## src/rtl/exec_writeback_stage.sv

```systemverilog
// -----------------------------------------------------------------------------
// exec_writeback_stage
//   Execute stage that sits between the decoder and the register file. It
//   accepts one decoded op per cycle (valid/ready), reads both operands through
//   the register-file read ports, computes the ALU result and drives the
//   register-file write port for exactly one cycle per result. A write-back
//   bypass forwards the result being written this cycle to a dependent op that
//   is accepted in the same cycle.
//
//   Optional feature: define MUL_EN to add opcode 8, an unsigned shift-add
//   multiply that takes DATA_WIDTH cycles. Without MUL_EN, opcode 8 is a NOP.
//
// Ports
//   clk, rst              clock (rising edge) / asynchronous active-high reset
//   in_valid, in_ready    op handshake (accept = in_valid && in_ready)
//   in_op, in_rs1, in_rs2 opcode and source registers
//   in_rd                 destination register (r0 is never written)
//   in_use_imm, in_imm    select / value of the immediate operand B
//   rf_reg1, rf_reg2      register-file read indices (= in_rs1 / in_rs2)
//   rf_data1, rf_data2    register-file read data
//   rf_write_en, rf_regw, rf_dataw   register-file write port (registered)
//   busy                  stage is not idle
//   flag_zero, flag_carry flags of the most recent write-back
// -----------------------------------------------------------------------------
module exec_writeback_stage #(
  parameter int REG_ADDR_WIDTH = 4,
  parameter int DATA_WIDTH     = 8,
  parameter int OP_WIDTH       = 4
) (
  input  logic                      clk,
  input  logic                      rst,
  input  logic                      in_valid,
  output logic                      in_ready,
  input  logic [OP_WIDTH-1:0]       in_op,
  input  logic [REG_ADDR_WIDTH-1:0] in_rs1,
  input  logic [REG_ADDR_WIDTH-1:0] in_rs2,
  input  logic [REG_ADDR_WIDTH-1:0] in_rd,
  input  logic                      in_use_imm,
  input  logic [DATA_WIDTH-1:0]     in_imm,
  output logic [REG_ADDR_WIDTH-1:0] rf_reg1,
  output logic [REG_ADDR_WIDTH-1:0] rf_reg2,
  input  logic [DATA_WIDTH-1:0]     rf_data1,
  input  logic [DATA_WIDTH-1:0]     rf_data2,
  output logic                      rf_write_en,
  output logic [REG_ADDR_WIDTH-1:0] rf_regw,
  output logic [DATA_WIDTH-1:0]     rf_dataw,
  output logic                      busy,
  output logic                      flag_zero,
  output logic                      flag_carry
);

  localparam logic [OP_WIDTH-1:0] OP_ADD = OP_WIDTH'(0);
  localparam logic [OP_WIDTH-1:0] OP_SUB = OP_WIDTH'(1);
  localparam logic [OP_WIDTH-1:0] OP_AND = OP_WIDTH'(2);
  localparam logic [OP_WIDTH-1:0] OP_OR  = OP_WIDTH'(3);
  localparam logic [OP_WIDTH-1:0] OP_XOR = OP_WIDTH'(4);
  localparam logic [OP_WIDTH-1:0] OP_SHL = OP_WIDTH'(5);
  localparam logic [OP_WIDTH-1:0] OP_SHR = OP_WIDTH'(6);
  localparam logic [OP_WIDTH-1:0] OP_MOV = OP_WIDTH'(7);

  localparam logic [REG_ADDR_WIDTH-1:0] R_ZERO = {REG_ADDR_WIDTH{1'b0}};

`ifdef MUL_EN
  localparam logic [OP_WIDTH-1:0] OP_MUL = OP_WIDTH'(8);
  localparam int CNT_W = (DATA_WIDTH > 1) ? $clog2(DATA_WIDTH) : 1;

  typedef enum logic [1:0] {
    ST_IDLE = 2'd0,
    ST_WB   = 2'd1,
    ST_MUL  = 2'd2
  } state_t;
`else
  typedef enum logic [1:0] {
    ST_IDLE = 2'd0,
    ST_WB   = 2'd1
  } state_t;
`endif

  // Registered state
  state_t                      state_q, state_d;
  logic                        wen_q, wen_d;
  logic [REG_ADDR_WIDTH-1:0]   regw_q, regw_d;
  logic [DATA_WIDTH-1:0]       dataw_q, dataw_d;
  logic                        zero_q, zero_d;
  logic                        carry_q, carry_d;

`ifdef MUL_EN
  logic [2*DATA_WIDTH-1:0]     mcand_q, mcand_d;
  logic [DATA_WIDTH-1:0]       mplier_q, mplier_d;
  logic [2*DATA_WIDTH-1:0]     acc_q, acc_d;
  logic [CNT_W-1:0]            cnt_q, cnt_d;
  logic [REG_ADDR_WIDTH-1:0]   mrd_q, mrd_d;
  logic [2*DATA_WIDTH-1:0]     acc_next;
  logic                        op_mul;
`endif

  // Combinational datapath
  logic                        byp_a;
  logic                        byp_b;
  logic [DATA_WIDTH-1:0]       opa;
  logic [DATA_WIDTH-1:0]       opb;
  logic [DATA_WIDTH-1:0]       alu_res;
  logic                        alu_carry;
  logic                        op_single;
  logic                        accept;

  assign rf_reg1     = in_rs1;
  assign rf_reg2     = in_rs2;
  assign rf_write_en = wen_q;
  assign rf_regw     = regw_q;
  assign rf_dataw    = dataw_q;
  assign flag_zero   = zero_q;
  assign flag_carry  = carry_q;
  assign busy        = (state_q != ST_IDLE);
`ifdef MUL_EN
  assign in_ready    = (state_q != ST_MUL);
`else
  assign in_ready    = 1'b1;
`endif
  assign accept      = in_valid && in_ready;

  // Operand selection with write-back bypass: the register file still holds
  // the old value during the write cycle, so forward the value being written.
  always_comb begin
    byp_a = (state_q == ST_WB) && wen_q && (regw_q == in_rs1) && (in_rs1 != R_ZERO);
    byp_b = (state_q == ST_WB) && wen_q && (regw_q == in_rs2) && (in_rs2 != R_ZERO);
    if (byp_a) begin
      opa = dataw_q;
    end else begin
      opa = rf_data1;
    end
    // The immediate is a literal operand and never takes the bypass.
    if (in_use_imm) begin
      opb = in_imm;
    end else if (byp_b) begin
      opb = dataw_q;
    end else begin
      opb = rf_data2;
    end
  end

  // Single-cycle ALU and opcode classification
  always_comb begin
    alu_res   = {DATA_WIDTH{1'b0}};
    alu_carry = 1'b0;
    op_single = 1'b0;
`ifdef MUL_EN
    op_mul    = 1'b0;
`endif
    case (in_op)
      OP_ADD: begin
        {alu_carry, alu_res} = {1'b0, opa} + {1'b0, opb};
        op_single = 1'b1;
      end
      OP_SUB: begin
        alu_res   = opa - opb;
        alu_carry = (opa < opb);
        op_single = 1'b1;
      end
      OP_AND: begin
        alu_res   = opa & opb;
        op_single = 1'b1;
      end
      OP_OR: begin
        alu_res   = opa | opb;
        op_single = 1'b1;
      end
      OP_XOR: begin
        alu_res   = opa ^ opb;
        op_single = 1'b1;
      end
      OP_SHL: begin
        alu_res   = {opa[DATA_WIDTH-2:0], 1'b0};
        alu_carry = opa[DATA_WIDTH-1];
        op_single = 1'b1;
      end
      OP_SHR: begin
        alu_res   = {1'b0, opa[DATA_WIDTH-1:1]};
        alu_carry = opa[0];
        op_single = 1'b1;
      end
      OP_MOV: begin
        alu_res   = opb;
        op_single = 1'b1;
      end
`ifdef MUL_EN
      OP_MUL: begin
        op_mul = 1'b1;
      end
`endif
      default: begin
        op_single = 1'b0;
      end
    endcase
  end

  // Next-state, write-port and flag logic
  always_comb begin
    state_d  = state_q;
    wen_d    = 1'b0;
    regw_d   = regw_q;
    dataw_d  = dataw_q;
    zero_d   = zero_q;
    carry_d  = carry_q;
`ifdef MUL_EN
    mcand_d  = mcand_q;
    mplier_d = mplier_q;
    acc_d    = acc_q;
    cnt_d    = cnt_q;
    mrd_d    = mrd_q;
    // One shift-add step: add the shifted multiplicand when the current
    // multiplier bit is set.
    if (mplier_q[0]) begin
      acc_next = acc_q + mcand_q;
    end else begin
      acc_next = acc_q;
    end
`endif
    case (state_q)
      ST_IDLE, ST_WB: begin
        if (accept && op_single) begin
          state_d = ST_WB;
          wen_d   = (in_rd != R_ZERO);
          regw_d  = in_rd;
          dataw_d = alu_res;
          zero_d  = (alu_res == {DATA_WIDTH{1'b0}});
          carry_d = alu_carry;
`ifdef MUL_EN
        end else if (accept && op_mul) begin
          state_d  = ST_MUL;
          mcand_d  = {{DATA_WIDTH{1'b0}}, opa};
          mplier_d = opb;
          acc_d    = {(2*DATA_WIDTH){1'b0}};
          cnt_d    = {CNT_W{1'b0}};
          mrd_d    = in_rd;
`endif
        end else begin
          // No accept, or a NOP: nothing to write, flags hold.
          state_d = ST_IDLE;
        end
      end
`ifdef MUL_EN
      ST_MUL: begin
        if (cnt_q == CNT_W'(DATA_WIDTH - 1)) begin
          // Last step folds straight into the write-back registers.
          state_d = ST_WB;
          wen_d   = (mrd_q != R_ZERO);
          regw_d  = mrd_q;
          dataw_d = acc_next[DATA_WIDTH-1:0];
          zero_d  = (acc_next[DATA_WIDTH-1:0] == {DATA_WIDTH{1'b0}});
          carry_d = |acc_next[2*DATA_WIDTH-1:DATA_WIDTH];
          cnt_d   = {CNT_W{1'b0}};
        end else begin
          acc_d    = acc_next;
          mcand_d  = {mcand_q[2*DATA_WIDTH-2:0], 1'b0};
          mplier_d = {1'b0, mplier_q[DATA_WIDTH-1:1]};
          cnt_d    = cnt_q + CNT_W'(1);
        end
      end
`endif
      default: begin
        state_d = ST_IDLE;
      end
    endcase
  end

  // State and output registers; reset aborts any op in flight.
  always_ff @(posedge clk or posedge rst) begin
    if (rst) begin
      state_q  <= ST_IDLE;
      wen_q    <= 1'b0;
      regw_q   <= R_ZERO;
      dataw_q  <= {DATA_WIDTH{1'b0}};
      zero_q   <= 1'b0;
      carry_q  <= 1'b0;
`ifdef MUL_EN
      mcand_q  <= {(2*DATA_WIDTH){1'b0}};
      mplier_q <= {DATA_WIDTH{1'b0}};
      acc_q    <= {(2*DATA_WIDTH){1'b0}};
      cnt_q    <= {CNT_W{1'b0}};
      mrd_q    <= R_ZERO;
`endif
    end else begin
      state_q  <= state_d;
      wen_q    <= wen_d;
      regw_q   <= regw_d;
      dataw_q  <= dataw_d;
      zero_q   <= zero_d;
      carry_q  <= carry_d;
`ifdef MUL_EN
      mcand_q  <= mcand_d;
      mplier_q <= mplier_d;
      acc_q    <= acc_d;
      cnt_q    <= cnt_d;
      mrd_q    <= mrd_d;
`endif
    end
  end

endmodule

```

## config.mk

```make
export PLATFORM = sky130hd
export DESIGN_NAME = exec_writeback_stage
export DESIGN_NICKNAME = d
export VERILOG_FILES = /design/src/rtl/exec_writeback_stage.sv
export SDC_FILE = /design/constraint.sdc
export NUM_CORES = 1
export LEC_CHECK = 0
export CORE_MARGIN = 10
export CORE_UTILIZATION = 48
export CTS_CLUSTER_DIAMETER = 120
export DETAILED_ROUTE_END_ITERATION = 6
export PLACE_DENSITY_LB_ADDON = 0.08
export SLEW_MARGIN = 40
export SYNTH_ARGS = -nofsm -noshare
export SYNTH_HDL_FRONTEND = slang
export SYNTH_SLANG_ARGS = --single-unit
```

## constraint.sdc

```tcl
create_clock -name clk -period 7.9 [get_ports clk]
set_input_delay 2.37 -clock clk [delete_from_list [all_inputs] [get_ports clk]]
set_output_delay 2.37 -clock clk [all_outputs]
set_load 0.005 [all_outputs]
```

Word-level counts from Yosys, hierarchy flattened
Index checks and enable logic that the tools add are counted.
- bitwise gates (word level): 3
- muxes and demuxes: 10
- reductions and logical operators: 16
- order comparisons: 1
- equality and inequality tests: 10
- add/subtract/negate cells: 2
- operators by type and width (kind ; number):
    one-hot mux 8 bit (8 select lines) ; 1
    2-to-1 mux 8 bit ; 3
    == test 4 x 3 -> 1 bit (second input constant) ; 4
    nonzero test 4 bit ; 3
    adder 8 x 8 -> 9 bit ; 1
    bitwise AND 8 bit ; 1
    == test 4 x 2 -> 1 bit (second input constant) ; 2
    == test 4 bit ; 2
    zero test 8 bit ; 1
    < comparator 8 bit ; 1
    OR 8 bit ; 1
    OR reduction 8 bit ; 1
    subtractor 8 bit ; 1
    bitwise XOR 8 bit ; 1
    logical AND 1 bit ; 6
    == test 4 x 1 -> 1 bit (second input constant) ; 1
    zero test 4 bit ; 1
    2-to-1 mux 1 bit ; 4
    one-hot mux 1 bit (4 select lines) ; 1
    == test 2 x 1 -> 1 bit (second input constant) ; 1
    zero test 2 bit ; 1
    2-to-1 mux 2 bit ; 1
    AND reduction 2 bit ; 1
    nonzero test 2 bit ; 1
    OR reduction 2 bit ; 1
- flip-flop bits (word level): 17
- input bits: 44

Depth between registers and ports, before layout
- depth after elaboration: 9
- mapped depth: 16
- mapped depth without buffers: 16

Least setup slack after synthesis
OpenSTA, ideal clock, no wires.
- path kind: input-to-reg
- start point: in in_rs2[2]
- end point: reg zero_q (netlist: flag_zero)
- slack: 2.322 ns
- stages on the path: 16
- arrival: 5.511 ns
- required time: 7.833 ns
- path through: nor3_1 -> o21ai_2 -> nand2_2 -> mux2_2 -> mux2i_1 -> inv_1 -> ha_1 -> fa_1 -> a21oi_1 -> o21bai_1 -> xor2_1 -> a211o_1 -> a221oi_2 -> nand4_1 -> nor4_1 -> a32o_1
- word-level cells in the longest chain between the ends: 8
- elaborated cells between the ends (all ways): 13
- classes of those cells: add/sub (2); eq/ne (1); mux (3); bitwise (3); reduce/logical (4)
- RTL lines (what ; RTL line ; RTL):
    start: declaration ; 36 ; input logic [REG_ADDR_WIDTH-1:0] in_rs2,
    == test 4 bit ; 126 ; byp_b = (state_q == ST_WB) && wen_q && (regw_q == in_rs2) && (in_rs2 != R_ZERO);
    logical AND 1 bit ; 126 ;
    logical AND 1 bit * ; 126 ;
    2-to-1 mux 8 bit * ; 135 ; end else if (byp_b) begin
    2-to-1 mux 8 bit * ; 133 ; if (in_use_imm) begin
    subtractor 8 bit (tied with other cells) ; 156 ; alu_res = opa - opb;
    one-hot mux 8 bit (8 select lines) * ; 150 ; case (in_op)
    zero test 8 bit * ; 226 ; zero_d = (alu_res == {DATA_WIDTH{1'b0}});
    end signal: assignment ; 288 ; zero_q <= zero_d;
    end: declaration ; 84 ; logic zero_q, zero_d;
Every way passes the cells marked *; elsewhere a longest branch is shown, timed or not.
A chain may end at the register's enable or synchronous reset.

Worst setup path in the final report
Same ends and word-level chain as after synthesis.

==> qor.txt <==
Max rail drop VDD - 0.146 mV
most frequent cell after synthesis - nand2_1
CP max stage cell - a2111oi_0
Final TNS setup - 0 ns
post_cts resized - 0
Yosys top cell area share - 16.1%
Pwr Density - 113 mW/mm²
Max-Slew Margin vs Limit - 52.5%
Mapped Cells - 313
synthesized net count - 383
number of max-cap violations - 0
share of layout cells above drive strength 1 - 7.73%
Post-synth EDFFs - 0
Critical Path Stages - 17
Initial DRC Count - 185
max-slew violation count - 0
routed len/inst - 17.6 µm
clock tree buffer depth - 2
initial antenna violation count - 0
crit path max fanout - 5
routed via count - 2452
Placeable Area - 0.00507 mm²
Synth area leaders - dfrtp_1 (16%), ha_1 (12%), nand2_1 (4.1%)
Post-Syn Area per Cell - 7.94 µm²
pin count of the biggest net entering global routing - 32
measured slew at the worst slew-check pin - 0.706 ns
post-synthesis sequential area ratio - 16.1%
Synth Register Bits - 16
multi-input logic area - 0.00180 mm²
nets - 434
die area - 0.00846 mm²
Worst EP arrival - 6.52 ns
vias per cell - 5.68
slowest stage delay, CP - 0.56 ns
Combinational Power Share - 52.1%
hpwl dp - 6420 µm
Final Hold Fails - 0
Switching Share - 37.0%
clock-pin slew on the worst setup and hold paths - 0.06 ns
top cell family by delay on the critical path - compound AO/OA/AOI/OAI gates
clock latency at the later pin of the worst-skew pair - 0.24 ns
Startpoint Class - input port
final setup fails - 0
H-tree depth - 1
DRT Pass-1 Iters - 4
first-pass GRT wire length - 12400 µm
crit path from - in_rs2[2]
minimum hold slack - 0.552 ns
port buffer count - 67
Synth cell types - 69
Worst Path Required - 8.07 ns
fin crit share - 80.4%
hold path cells - 1
reg2reg path depth - 16
CP Class - input port to flop
Seq pwr share - 31.0%
number of global-route vias before repair - 2422
gpl congestion - 0.880
most frequent cells after synthesis - nand2_1 (27), nor2_1 (26), ha_1 (24), inv_1 (23), a21oi_1 (17)
Synth Flop Type - dfrtp_1
ports placed on the boundary - 69
area leader, netlist - dfrtp_1
critical path, cell by cell - clkdlybuf4s50_1, nor3_1, o21ai_2, nand2_2, mux2_2, mux2i_1, inv_1, ha_1, fa_1, xnor2_1, nor3b_1, o21ai_0, o31ai_1, a2111oi_0, o2111ai_1, nor4_1, a32o_1
worst reg2reg startpoint - rf_regw[2]
post-synth design cell area - 0.00249 mm²
post-CTS setup repair buffer count - 0
Bufs and invs on worst path - 2
Leakage - 0.00133 µW
clock sinks - 16
r2r setup slk - 3.64 ns
Core Rows - 26
Switch Pwr - 129 µW
Chip Width - 92.0 µm
ANT nets after route - 0
internal power - 220 µW
Reg area - 400 µm²
Critical Path End Type - flop
hold-fix buffers at CTS - 0
Yosys Warn Count - 0
WHS Endpoint - flag_zero
Die Ht - 92.0 µm
GRT Util Overall - 17.6%
hold_sp - flag_zero
gr ovfl total - 0
unrepaired setup endpoints after global routing - false
clock share of power - 16.9%
fill cell count - 473
Clock Skews - 0.00119 ns
Area Growth Syn to Fin - 24.1%
clock root cell - clkbuf_8
DRC Markers - 0
CTS tree - done
FF-to-FF End - flag_zero
Hold Path Class - flop to flop
Fmax - 157 MHz
Inserted Clock Buffers - 3
ys async rst share - 100%
Initial Util - 49.0%
outcome - finished, final reports clean
routed wire length - 7610 µm
post-layout min period - 6.35 ns
diode count - 0
worst max path at each step:
| stage | slack, ns | to |
|---|---|---|
| 2_1_floorplan | 2.32 | flag_zero |
| 3_3_place_gp | 1.40 | flag_zero |
| 3_5_place_dp | 1.32 | flag_zero |
| 4_1_cts | 1.57 | flag_zero |
| 5_1_grt | 1.17 | flag_zero |
| 6_report | 1.55 | flag_zero |
state kept, by name (all words and copies together) (netlist names):
signal	flops
flag_carry	1
flag_zero	1
rf_dataw	8
rf_regw	4
rf_write_en	1
state_q	1
kinds of logic (layout without fill, tap and decap cells):
| group | count (synthesis) | count (layout) | share of synthesized area [%] |
|---|---|---|---|
| XOR/XNOR | 12 | 12 | 4.23 |
| buffers and inverters | 46 | 95 | 11.7 |
| AO/OA/AOI/OAI | 78 | 78 | 22.0 |
| other | 1 | 1 | 0.151 |
| adder cells (fa/ha/maj) | 26 | 26 | 13.7 |
| flip-flops | 16 | 16 | 16.1 |
| AND/OR/NAND/NOR | 117 | 117 | 24.4 |
| multiplexers | 17 | 17 | 7.70 |
power groups by stage:
stage / clock network (µW) / logic (µW) / registers (µW)
global route: 63.4 / 201 / 110
finish: 58.9 / 182 / 108
global placement: 0 / 179 / 109
floorplan: 0 / 114 / 106
CTS: 59.4 / 182 / 108
detailed placement: 0 / 181 / 109
layout make-up:
type                       count  area share, %
multi-input combinational    251           58.2
timing repair buffer          67           21.6
sequential                    16           13.0
clock buffer                   3           1.34
tap                           70           2.84
inverter                      25           3.08
placed cells by master (no fill, tap or decap), types with 4 or more instances in the layout:
| cell | count |
|---|---|
| inv_1 | 23 |
| o21ai_0 | 14 |
| a21oi_1 | 17 |
| nor3b_1 | 4 |
| xnor2_1 | 10 |
| o31ai_1 | 4 |
| nand3_1 | 14 |
| nor4_1 | 4 |
| a31oi_1 | 4 |
| clkdlybuf4s50_1 | 66 |
| nand2_1 | 27 |
| and2_1 | 5 |
| mux2i_1 | 9 |
| nor3_1 | 5 |
| mux2_2 | 5 |
| nor2_1 | 26 |
| ha_1 | 24 |
| dfrtp_1 | 16 |
| nand2b_1 | 7 |
| o21a_1 | 7 |
metrics by stage:
step / utilization [%] / setup slack, ns / instances / instance area, µm² / total power (µW)
floorplan: - / 2.32 / 313 / 2490 / 220
global placement: 60.1 / 1.40 / 429 / 3050 / 289
detailed placement: 60.0 / 1.32 / 429 / 3040 / 290
CTS: 60.8 / 1.57 / 432 / 3090 / 350
global route: 60.8 / 1.17 / 432 / 3090 / 374
finish: 60.8 / 1.55 / 432 / 3090 / 349
per-layer routing:
layer / global-route usage [%] / vias to the layer above / wire [µm] / share of wire [%]
li1: - / 1216 / - / -
met4: 1.54 / 0 / 34 / 0.45
met3: 2.93 / 2 / 420 / 5.5
met2: 29.9 / 68 / 3620 / 48
met1: 23.4 / 1166 / 3540 / 46
met5: 0 / - / 0 / 0
worst register-to-register path: cells and delay by family, from the launching register on:
family	cells	cell delay (ns)
compound gates	5	1.29
xor+xnor	2	0.42
fa+ha+maj	2	0.65
buf+inv	1	0.11
flops	1	0.47
mux	2	0.56
simple gates	4	0.72
(Power assumes the default switching activity.)
